File: src/rtl/button_debouncer.sv
// Debounces a raw button level: a new level is committed after STABLE_CNT consecutive enabled mismatching samples.
// Optional feature: define DEBOUNCER_SYNC_EN to put a 2-flop synchroniser in front of i_dat.
//
// state        | meaning
// -------------+------------------------------------------------
// ST_STABLE_LO | o_dat=0, no mismatching samples pending
// ST_PEND_HI   | o_dat=0, counting consecutive high samples
// ST_STABLE_HI | o_dat=1, no mismatching samples pending
// ST_PEND_LO   | o_dat=1, counting consecutive low samples
module button_debouncer #(
    parameter int STABLE_CNT = 16,
    parameter int CNT_W      = 4
) (
    input  logic clk,
    input  logic i_arst,
    input  logic i_sclr,
    input  logic i_en,
    input  logic i_dat,
    output logic o_dat,
    output logic o_chg
);

    typedef enum logic [1:0] {
        ST_STABLE_LO = 2'b00,
        ST_PEND_HI   = 2'b01,
        ST_STABLE_HI = 2'b10,
        ST_PEND_LO   = 2'b11
    } state_t;

    localparam logic [CNT_W-1:0] CNT_MAX = CNT_W'(STABLE_CNT - 1);

    state_t           state_q, state_d;
    logic [CNT_W-1:0] cnt_q, cnt_d;
    logic             chg_q, chg_d;
    logic             s;
    logic             level;

`ifdef DEBOUNCER_SYNC_EN
    logic sync1_q, sync2_q;

    // Shifts on every edge, independent of the sample enable.
    always_ff @(posedge clk or posedge i_arst) begin
        if (i_arst) begin
            sync1_q <= 1'b0;
            sync2_q <= 1'b0;
        end else if (i_sclr) begin
            sync1_q <= 1'b0;
            sync2_q <= 1'b0;
        end else begin
            sync1_q <= i_dat;
            sync2_q <= sync1_q;
        end
    end

    assign s = sync2_q;
`else
    assign s = i_dat;
`endif

    assign level = (state_q == ST_STABLE_HI) || (state_q == ST_PEND_LO);

    always_comb begin
        state_d = state_q;
        cnt_d   = cnt_q;
        chg_d   = 1'b0;
        if (i_en) begin
            if (s == level) begin
                cnt_d   = '0;
                state_d = level ? ST_STABLE_HI : ST_STABLE_LO;
            end else if (cnt_q == CNT_MAX) begin
                cnt_d   = '0;
                chg_d   = 1'b1;
                state_d = level ? ST_STABLE_LO : ST_STABLE_HI;
            end else begin
                cnt_d   = cnt_q + 1'b1;
                state_d = level ? ST_PEND_LO : ST_PEND_HI;
            end
        end
    end

    always_ff @(posedge clk or posedge i_arst) begin
        if (i_arst) begin
            state_q <= ST_STABLE_LO;
            cnt_q   <= '0;
            chg_q   <= 1'b0;
        end else if (i_sclr) begin
            state_q <= ST_STABLE_LO;
            cnt_q   <= '0;
            chg_q   <= 1'b0;
        end else begin
            state_q <= state_d;
            cnt_q   <= cnt_d;
            chg_q   <= chg_d;
        end
    end

    assign o_dat = level;
    assign o_chg = chg_q;

endmodule

File: config.mk
export PLATFORM = sky130hd
export DESIGN_NAME = button_debouncer
export DESIGN_NICKNAME = d
export VERILOG_FILES = /design/src/rtl/button_debouncer.sv
export SDC_FILE = /design/constraint.sdc
export NUM_CORES = 1
export LEC_CHECK = 0
export CAP_MARGIN = 20
export CORE_AREA = 2 2 39 41
export CTS_CLUSTER_SIZE = 28
export DETAILED_ROUTE_END_ITERATION = 8
export DIE_AREA = 0 0 41 43
export DONT_BUFFER_PORTS = 1
export GPL_TIMING_DRIVEN = 1
export PLACE_DENSITY = 0.47
export SKIP_CTS_REPAIR_TIMING = 1
export SKIP_LAST_GASP = 1
export SYNTH_ARGS = -nofsm -noshare
export SYNTH_HDL_FRONTEND = slang
export SYNTH_SLANG_ARGS = --single-unit
File: constraint.sdc
create_clock -name clk -period 1.6 [get_ports clk]
set_input_delay 0.16 -clock clk [delete_from_list [all_inputs] [get_ports clk]]
set_output_delay 0.16 -clock clk [all_outputs]
set_load 0.1 [all_outputs]
==> results of run 1 <==
[how the worst max path moves through the flow]
| stage | start | endpoint | slack (ps) | depth (start not counted) |
|---|---|---|---|---|
| 2_1_floorplan | state_q[1] | o_dat | 200 | 1 |
| 3_3_place_gp | cnt_q[0] | state_q[1] | 500 | 4 |
| 3_5_place_dp | cnt_q[0] | state_q[1] | 460 | 4 |
| 4_1_cts | cnt_q[0] | state_q[1] | 450 | 4 |
| 5_1_grt | cnt_q[0] | cnt_q[3] | 360 | 4 |
| 6_report | cnt_q[0] | state_q[1] | 450 | 4 |
[cell usage after synthesis]
| cell | count | area, sq um |
|---|---|---|
| ha_1 | 1 | 12.51 |
| dfrtp_1 | 6 | 150.1 |
| nand4_1 | 1 | 6.260 |
| nand3b_1 | 1 | 7.510 |
| clkbuf_1 | 1 | 3.750 |
| xor2_1 | 1 | 8.760 |
| xor2_2 | 1 | 16.27 |
| o31ai_2 | 1 | 12.51 |
| nand2b_1 | 1 | 6.260 |
| inv_1 | 2 | 7.510 |
| nor2_1 | 2 | 7.510 |
| a31oi_1 | 1 | 6.260 |
| nand4b_1 | 2 | 17.52 |
| o21ai_1 | 2 | 10.01 |
| nand2_1 | 4 | 15.01 |
| nand3_1 | 2 | 10.01 |
| nor3_1 | 1 | 5.000 |
| mux2i_1 | 1 | 10.01 |
[cell families after synthesis]
kind of cell	Yosys count
AO/OA/AOI/OAI	4
XOR/XNOR	2
adder cells (fa/ha/maj)	1
buffers and inverters	3
flip-flops	6
multiplexers	1
AND/OR/NAND/NOR	14
[area by class of cell]
type	count	share of cell area, %
Multi-Input combinational cell	22	39.16
Clock buffer	3	5.825
Sequential cell	6	38.83
Inverter	2	1.942
Tap cell	16	5.178
Timing Repair Buffer	4	9.061
[per-stage QoR]
step	hold slack, ps	instances	utilization [%]	setup WS (ps)
6_report	89.66	53	27.94	451.8
5_1_grt	74.20	53	27.94	358.9
4_1_cts	-280.7	51	26.49	449.2
3_5_place_dp	-19.03	48	24.86	461.8
3_3_place_gp	-19.31	48	24.86	503.1
2_1_floorplan	-49.04	31	-	197.2
[registers in the layout, indices dropped and copies added, names as in the netlist]
register / flops
cnt_q: 4
state_q: 1
o_chg: 1
[metal layers]
| layer | up-vias | share of wire [%] | GRT usage (%) |
|---|---|---|---|
| li1 | 121 | - | - |
| met3 | 4 | 6.8 | 4.188 |
| met5 | - | 0 | 0 |
| met1 | 111 | 43 | 10.63 |
| met2 | 10 | 44 | 9.375 |
| met4 | 0 | 4.7 | 12.00 |
[worst reg2reg max path: cells and delay by family, from the launching register on]
family	cells	cell delay [ps]
adder cells (fa/ha/maj)	1	260
multiplexers	1	190
flip-flops	1	400
AND/OR/NAND/NOR	2	190
[power by group through the flow]
stage	registers, mW	clock network, mW	logic [mW]
3_5_place_dp	0.159	0	0.0140
4_1_cts	0.156	0.143	0.0140
6_report	0.156	0.138	0.0190
3_3_place_gp	0.159	0	0.0135
2_1_floorplan	0.158	0	0.0115
5_1_grt	0.156	0.159	0.0222
==> metrics.md, run 1 <==
| Metric | Value |
|---|---|
| Outcome | finished, final reports clean |
| Worst reg2reg setup slack | around 450 ps |
| Cell Area, Placed | between 300 and 400 sq um |
| Slowest cell on crit path | dfrtp_1 |
| Starting density of the core | 22.60% |
| Hold endpoint | cnt_q[1] |
| Post-route DRC violation count | 0 |
| Final GP Congestion | 0.7874 |
| Fin. Hold Viols | 0 |
| Maximum VDD drop | 322.2 uV |
| Die Wd | 41 microns |
| Static leakage | 0.1738 nW |
| Critical R2R Launch | cnt_q[0] |
| Ys Warns | 0 |
| Final setup vio count | 0 |
| CTS buffer count | 3 |
| Area share of xor/xnor cells in the synthesized design | 8.000% |
| Net Sw Power | 0.06561 mW |
| Clock slew at reported path FFs | approximately 50 ps |
| I/O pin cnt | 7 |
| CTS tree | yes |
| Crit path DAT | 1270 ps |
| Hold path cells | 2 |
| Layout cells sized above 1 | 18.92% |
| Hold crit path type | input port to flip-flop |
| Reg2reg end | state_q[1] |
| Critical path buffers and inverters | 0 |
| GRT overflow | 0 |
| RSZ-0062 raised after global routing | false |
| Most frequent cells in the layout | dfrtp_1 (6), nand2_1 (4), clkbuf_4 (3) |
| CP delay by family, top | flip-flops |
| Clock latency on the worst-skew pair | 240 ps |
| Synthesized flop and latch total | 6 |
| First-pass GRT wire length | 952 microns |
| Setup TNS | 0 ps |
| Clock skew | 3.849 ps |
| Multi-input gate area | 151.4 sq um |
| Initial antenna violation count | 0 |
| Mapped Cells | 31 |
| Final ANT Viol Nets | 0 |
| Storage element area | 150.1 sq um |
| Final Max Slew Viols | 0 |
| Area Overhead vs Synth | 23.60% |
| Logic gate share of total power | roughly 6.1% |
| Clock Tree Buf Depth | 2 |
| Max Cap Violations | 0 |
| Crit Path Category | flip-flop to flip-flop |
| Mux contribution to synthesized area | 3.200% |
| Measured slew at the worst slew-check pin | 278.7 ps |
| Via count | 246 |
| Core ar. | 1384 sq um |
| Die area | 1763 sq um |
| Internal power | 0.2473 mW |
| Flop pwr share | 50.0% |
| Cell Chain, Critical Path | ha_1 > nand4_1 > mux2i_1 > nor2_1 |
| Avg WL per Cell | 11.58 microns |
| Netlist cell types | 18 |
| Largest net degree at the start of global routing | 7 |
| GRT Total Usage | between 8 and 9% |
| 1st-iter DRT viols | 6 |
| Sequential-to-total area share from yosys stat | 48.00% |
| Worst rel slew slack | around four fifths |
| Tot Pwr | about 0.31 mW |
| Clock Power Share | between 40% and 50% |
| Setup crit end kind | flip-flop |
| Worst EP required | 1720 ps |
| Vias in the first global route | 237 |
| Post-Synth Adder-Cell Area | 4.000% |
| Main combinational cell family by area after synthesis | simple AND/OR/NAND/NOR gates |
| Pwr dens | 809.5 nW/um^2 |
| Syn nets | 37 |
| Final WL | between 600 and 700 microns |
| R2R cell count | 4 |
| CP Max Fanout | 4 |
| Worst path max stage delay | 400 ps |
| Final worst path period share | between 70% and 80% |
| Sw frac | a little over a fifth |
| N_diodes | 0 |
| Final critical delay including setup and external delays | 1148 ps |
| Critical path launch point type | flip-flop |
| Post-synthesis compound-gate area fraction | 9.200% |
| # fillers | 146 |
| Post-route cell area | 386.6 sq um |
| Hold Crit Start | i_en |
| Avg Cell Area, Syn | ~10 sq um |
| Post-Synth Simple-Gate Area | 24.00% |
| Cell Area, Synth | roughly 310 sq um |
| # rows | 14 |
| Root Driver | clkbuf_4 |
| Commonest non-fill, non-tap cell in the layout | dfrtp_1 |
| Fmax | 0.8710 GHz |
| IO Port Bufs | 0 |
| H-tree Lvls | 1 |
| First-pass detailed-route iteration total | 3 |
| Drt via density | 4.642 |
| Clk sink count | 6 |
| Layout Nets | 45 |
| Die Y | between 40 and 50 microns |
Power figures use the tool's default switching activity.
==> run 2: changes to the inputs <==
Settings changed: ABC_AREA from default to 1, PLACE_DENSITY 0.47 to 0.49.
Clock period 1.6 ns to 1 ns, I/O delays scaled along.
==> run 2 against run 1 <==
  * Clock power grew 70%
  * Utilization grew 6.2 points
  * The flow now finishes with violations (negative setup slack)
  * Cell count grew 28%
  * Synthesized cell count grew 42%
  * Fmax grew 12%
  * Global-route usage grew 0.48 points
  * Via count grew 22%
  * Area after synthesis grew 6.0%
  * Highest routed layer unchanged
  * Largest power group unchanged
  * Power grew 73%
  * Clock skew shrank 3.0 ps
  * Critical path type unchanged
  * First-iteration DRC count shrank 33%
==> metrics.md, run 2 <==
| Metric | Value |
|---|---|
| Maximum VDD drop | 457.6 uV (was 322.2 uV) |
| Fin. Hold Viols | 0 (unchanged) |
| Crit Path Category | flip-flop to flip-flop (unchanged) |
| Placed cells | 62 (was 48) |
| Number of synthesized flops with an enable pin | 0 (unchanged) |
| Mapped Cells | 44 (was 31) |
| Hold path cells | 3 (was 2) |
| Max Cap Violations | 0 (unchanged) |
| Vias in the first global route | 255 (was 237) |
| Multi-input gate area | 188.9 sq um (was 151.4 sq um) |
| Final cell count without fillers | 68 (was 53) |
| Logic gate share of total power | 10.0% (was 6.1%) |
| Layout Nets | 60 (was 45) |
| Final critical delay including setup and external delays | 1022 ps (was 1148 ps) |
| CP Max Fanout | 4 (unchanged) |
| Avg WL per Cell | 11.09 microns (was 11.58 microns) |
| Reg2reg end | cnt_q[0] (was state_q[1]) |
| Commonest cells in the netlist | nand2_1 (12), dfrtp_1 (6), inv_1 (6) (was dfrtp_1 (6), nand2_1 (4)) |
| Most frequent cells in the layout | nand2_1 (11), inv_1 (6), dfrtp_1 (5) (was dfrtp_1 (6), nand2_1 (4), clkbuf_4 (3)) |
| Clk sink count | 6 (unchanged) |
| Measured slew at the worst slew-check pin | 223.1 ps (was 278.7 ps) |
| Synth async-reset ratio | 100.0% (unchanged) |
| Critical path launch point type | flip-flop (unchanged) |
| Worst reg2reg setup slack | -20 ps (was 450 ps) |
| Layout Utilization | 34.18% (was 27.94%) |
| Final ANT Viol Nets | 0 (unchanged) |
| Final GP Congestion | 0.8025 (was 0.7874) |
| Final WL | 754 microns (was 614 microns) |
| R2R cell count | 4 (unchanged) |
| H-tree Lvls | 1 (unchanged) |
| Crit path DAT | 1200 ps (was 1270 ps) |
| Via count | 300 (was 246) |
| First-pass GRT wire length | 1.035 mm (was 952 microns) |
| Hold endpoint | cnt_q[2] (was cnt_q[1]) |
| Clock Tree Buf Depth | 2 (unchanged) |
| Area Overhead vs Synth | 42.64% (was 23.60%) |
| Worst EP required | 1180 ps (was 1720 ps) |
| Core ar. | 1384 sq um (unchanged) |
| Internal power | 0.4075 mW (was 0.2473 mW) |
| Largest Register | cnt_q (unchanged) |
| Post-route DRC violation count | 0 (unchanged) |
| Die Y | 43 microns (unchanged) |
| Die Wd | 41 microns (unchanged) |
| Avg Cell Area, Syn | 7.536 sq um (was 10.09 sq um) |
| Layout cells sized above 1 | 34.62% (was 18.92%) |
| Ys Warns | 0 (unchanged) |
| First-pass detailed-route iteration total | 3 (unchanged) |
| Most numerous cell in the Yosys netlist | nand2_1 (was dfrtp_1) |
| Critical path launch point | cnt_q[0] (unchanged) |
| Root Driver | clkbuf_4 (unchanged) |
| Clock latency on the worst-skew pair | 250 ps (was 240 ps) |
| Post-synth top area share | 45.28% (was 48.00%) |
| Pwr dens | 1146 nW/um^2 (was 809.5 nW/um^2) |
| Violated checks | negative setup slack |
| Worst rel slew slack | 85.11% (was 81.57%) |
| Largest net degree at the start of global routing | 7 (unchanged) |
| Fmax | 0.9781 GHz (was 0.8710 GHz) |
| Cell Area, Synth | 331.6 sq um (was 312.8 sq um) |
| Setup crit end kind | flip-flop (unchanged) |
| Synthesized flop and latch total | 6 (unchanged) |
| Final worst slack | -22.41 ps (was 451.8 ps) |
| CTS buffer count | 3 (unchanged) |
| Ys flop type | dfrtp_1 (unchanged) |
| Outcome | finished with violations (was finished, final reports clean) |
| Sw frac | 24.79% (was 20.96%) |
| Hold crit path type | input port to flip-flop (unchanged) |
| RSZ-0062 raised after global routing | true (was false) |
| Final Max Slew Viols | 0 (unchanged) |
| Syn nets | 50 (was 37) |
| Static leakage | 0.2204 nW (was 0.1738 nW) |
| # fillers | 150 (was 146) |
| Post-DP HPWL | 527.1 microns |
| Net Sw Power | 0.1343 mW (was 0.06561 mW) |
| Commonest non-fill, non-tap cell in the layout | nand2_1 (was dfrtp_1) |
| Hold Crit Start | i_sclr (was i_en) |
| CTS tree | yes (unchanged) |
| IO Port Bufs | 0 (unchanged) |
| Starting density of the core | 23.96% (was 22.60%) |
| Flop pwr share | 46.6% (was 50.0%) |
| Drt via density | 4.412 (was 4.642) |
| Final worst path period share | 102.2% (was 71.76%) |
| Clock slew at reported path FFs | 50 ps (about the same) |
| Largest register FFs | 4 (unchanged) |
| Final setup vio count | 4 (was 0) |
| Synth area leader | dfrtp_1 (unchanged) |
| Netlist cell types | 15 (was 18) |
| GRT overflow | 0 (unchanged) |
| Sequential-to-total area share from yosys stat | 45.28% (was 48.00%) |
| N_diodes | 0 (unchanged) |
| Storage element area | 151.4 sq um (was 150.1 sq um) |
| Die area | 1763 sq um (unchanged) |
| I/O pin cnt | 7 (unchanged) |
| Clock skew | 0.8230 ps (was 3.849 ps) |
| Area contributors post-synth | dfrtp_1 (45%), nand2_1 (14%), inv_1 (6.8%) (was dfrtp_1 (48%), nand4b_1 (5.6%), xor2_2 (5.2%)) |
| # rows | 14 (unchanged) |
| Initial antenna violation count | 0 (unchanged) |
| Clock Power Share | 43.4% (was 43.9%) |
| GRT Total Usage | 9.403% (was 8.925%) |
| 1st-iter DRT viols | 4 (was 6) |
| Critical R2R Launch | cnt_q[0] (unchanged) |
-- run 2: metal layers --
layer | vias up | global-route usage (%) | wire length [microns]
met1 | 131 | 12.83 | 297
met5 | - | 0 | 0
met3 | 2 | 8.377 | 76
li1 | 156 | - | -
met2 | 11 | 10.94 | 360
met4 | 0 | 2.000 | 19
-- run 2: final cells by class --
| cell class | count | share of cell area [%] |
|---|---|---|
| multi-input cells | 30 | 39.95 |
| well taps | 16 | 4.233 |
| flip-flops and latches | 6 | 32.01 |
| inverters | 7 | 5.556 |
| repair buffers | 6 | 13.49 |
| clock buffers | 3 | 4.762 |
-- run 2: power by group through the flow --
stage                     Sequential (mW)  Clock [mW]  Combinational [mW]
after floorplan                     0.254           0              0.0286
after global placement              0.254           0              0.0371
after detailed placement            0.254           0              0.0367
after CTS                           0.251       0.238              0.0369
after global routing                0.252       0.263              0.0618
final                               0.253       0.235              0.0541
-- run 2: worst max-delay path by stage --
stage,to,slack (ps),depth (start not counted)
6_report,cnt_q[0],-20,4
5_1_grt,cnt_q[0],-80,4
4_1_cts,o_dat,-60,1
3_5_place_dp,cnt_q[0],-40,4
3_3_place_gp,cnt_q[2],-30,4
2_1_floorplan,o_chg,20,0
-- run 2: stage by stage --
stage	setup WS [ps]	TNS (ps)	hold WS (ps)	power [mW]	cell area [sq um]
floorplan	16.75	0	-109.0	0.2828	335.3
global placement	-25.21	-45.97	-77.98	0.2915	385.4
detailed placement	-43.85	-125.9	-82.49	0.2911	385.4
CTS	-61.34	-221.4	-344.0	0.5256	407.9
global route	-77.22	-284.5	12.23	0.5767	473.0
finish	-22.41	-57.88	16.17	0.5418	473.0
-- run 2: cells by family (layout without fill, tap and decap cells) --
logic type	count (synthesis)	in the layout	synth area share, %
simple gates	23	23	32.83
buf+inv	8	16	9.054
fa+ha+maj	1	1	3.773
flops	6	6	45.28
compound gates	6	6	9.054
-- run 2: worst max-delay path, cell delays in order (launching register included) --
cell and delay [ps]:
dfrtp_2 430, ha_4 190, nand3_4 110, nand3_4 80
o21ai_2 140
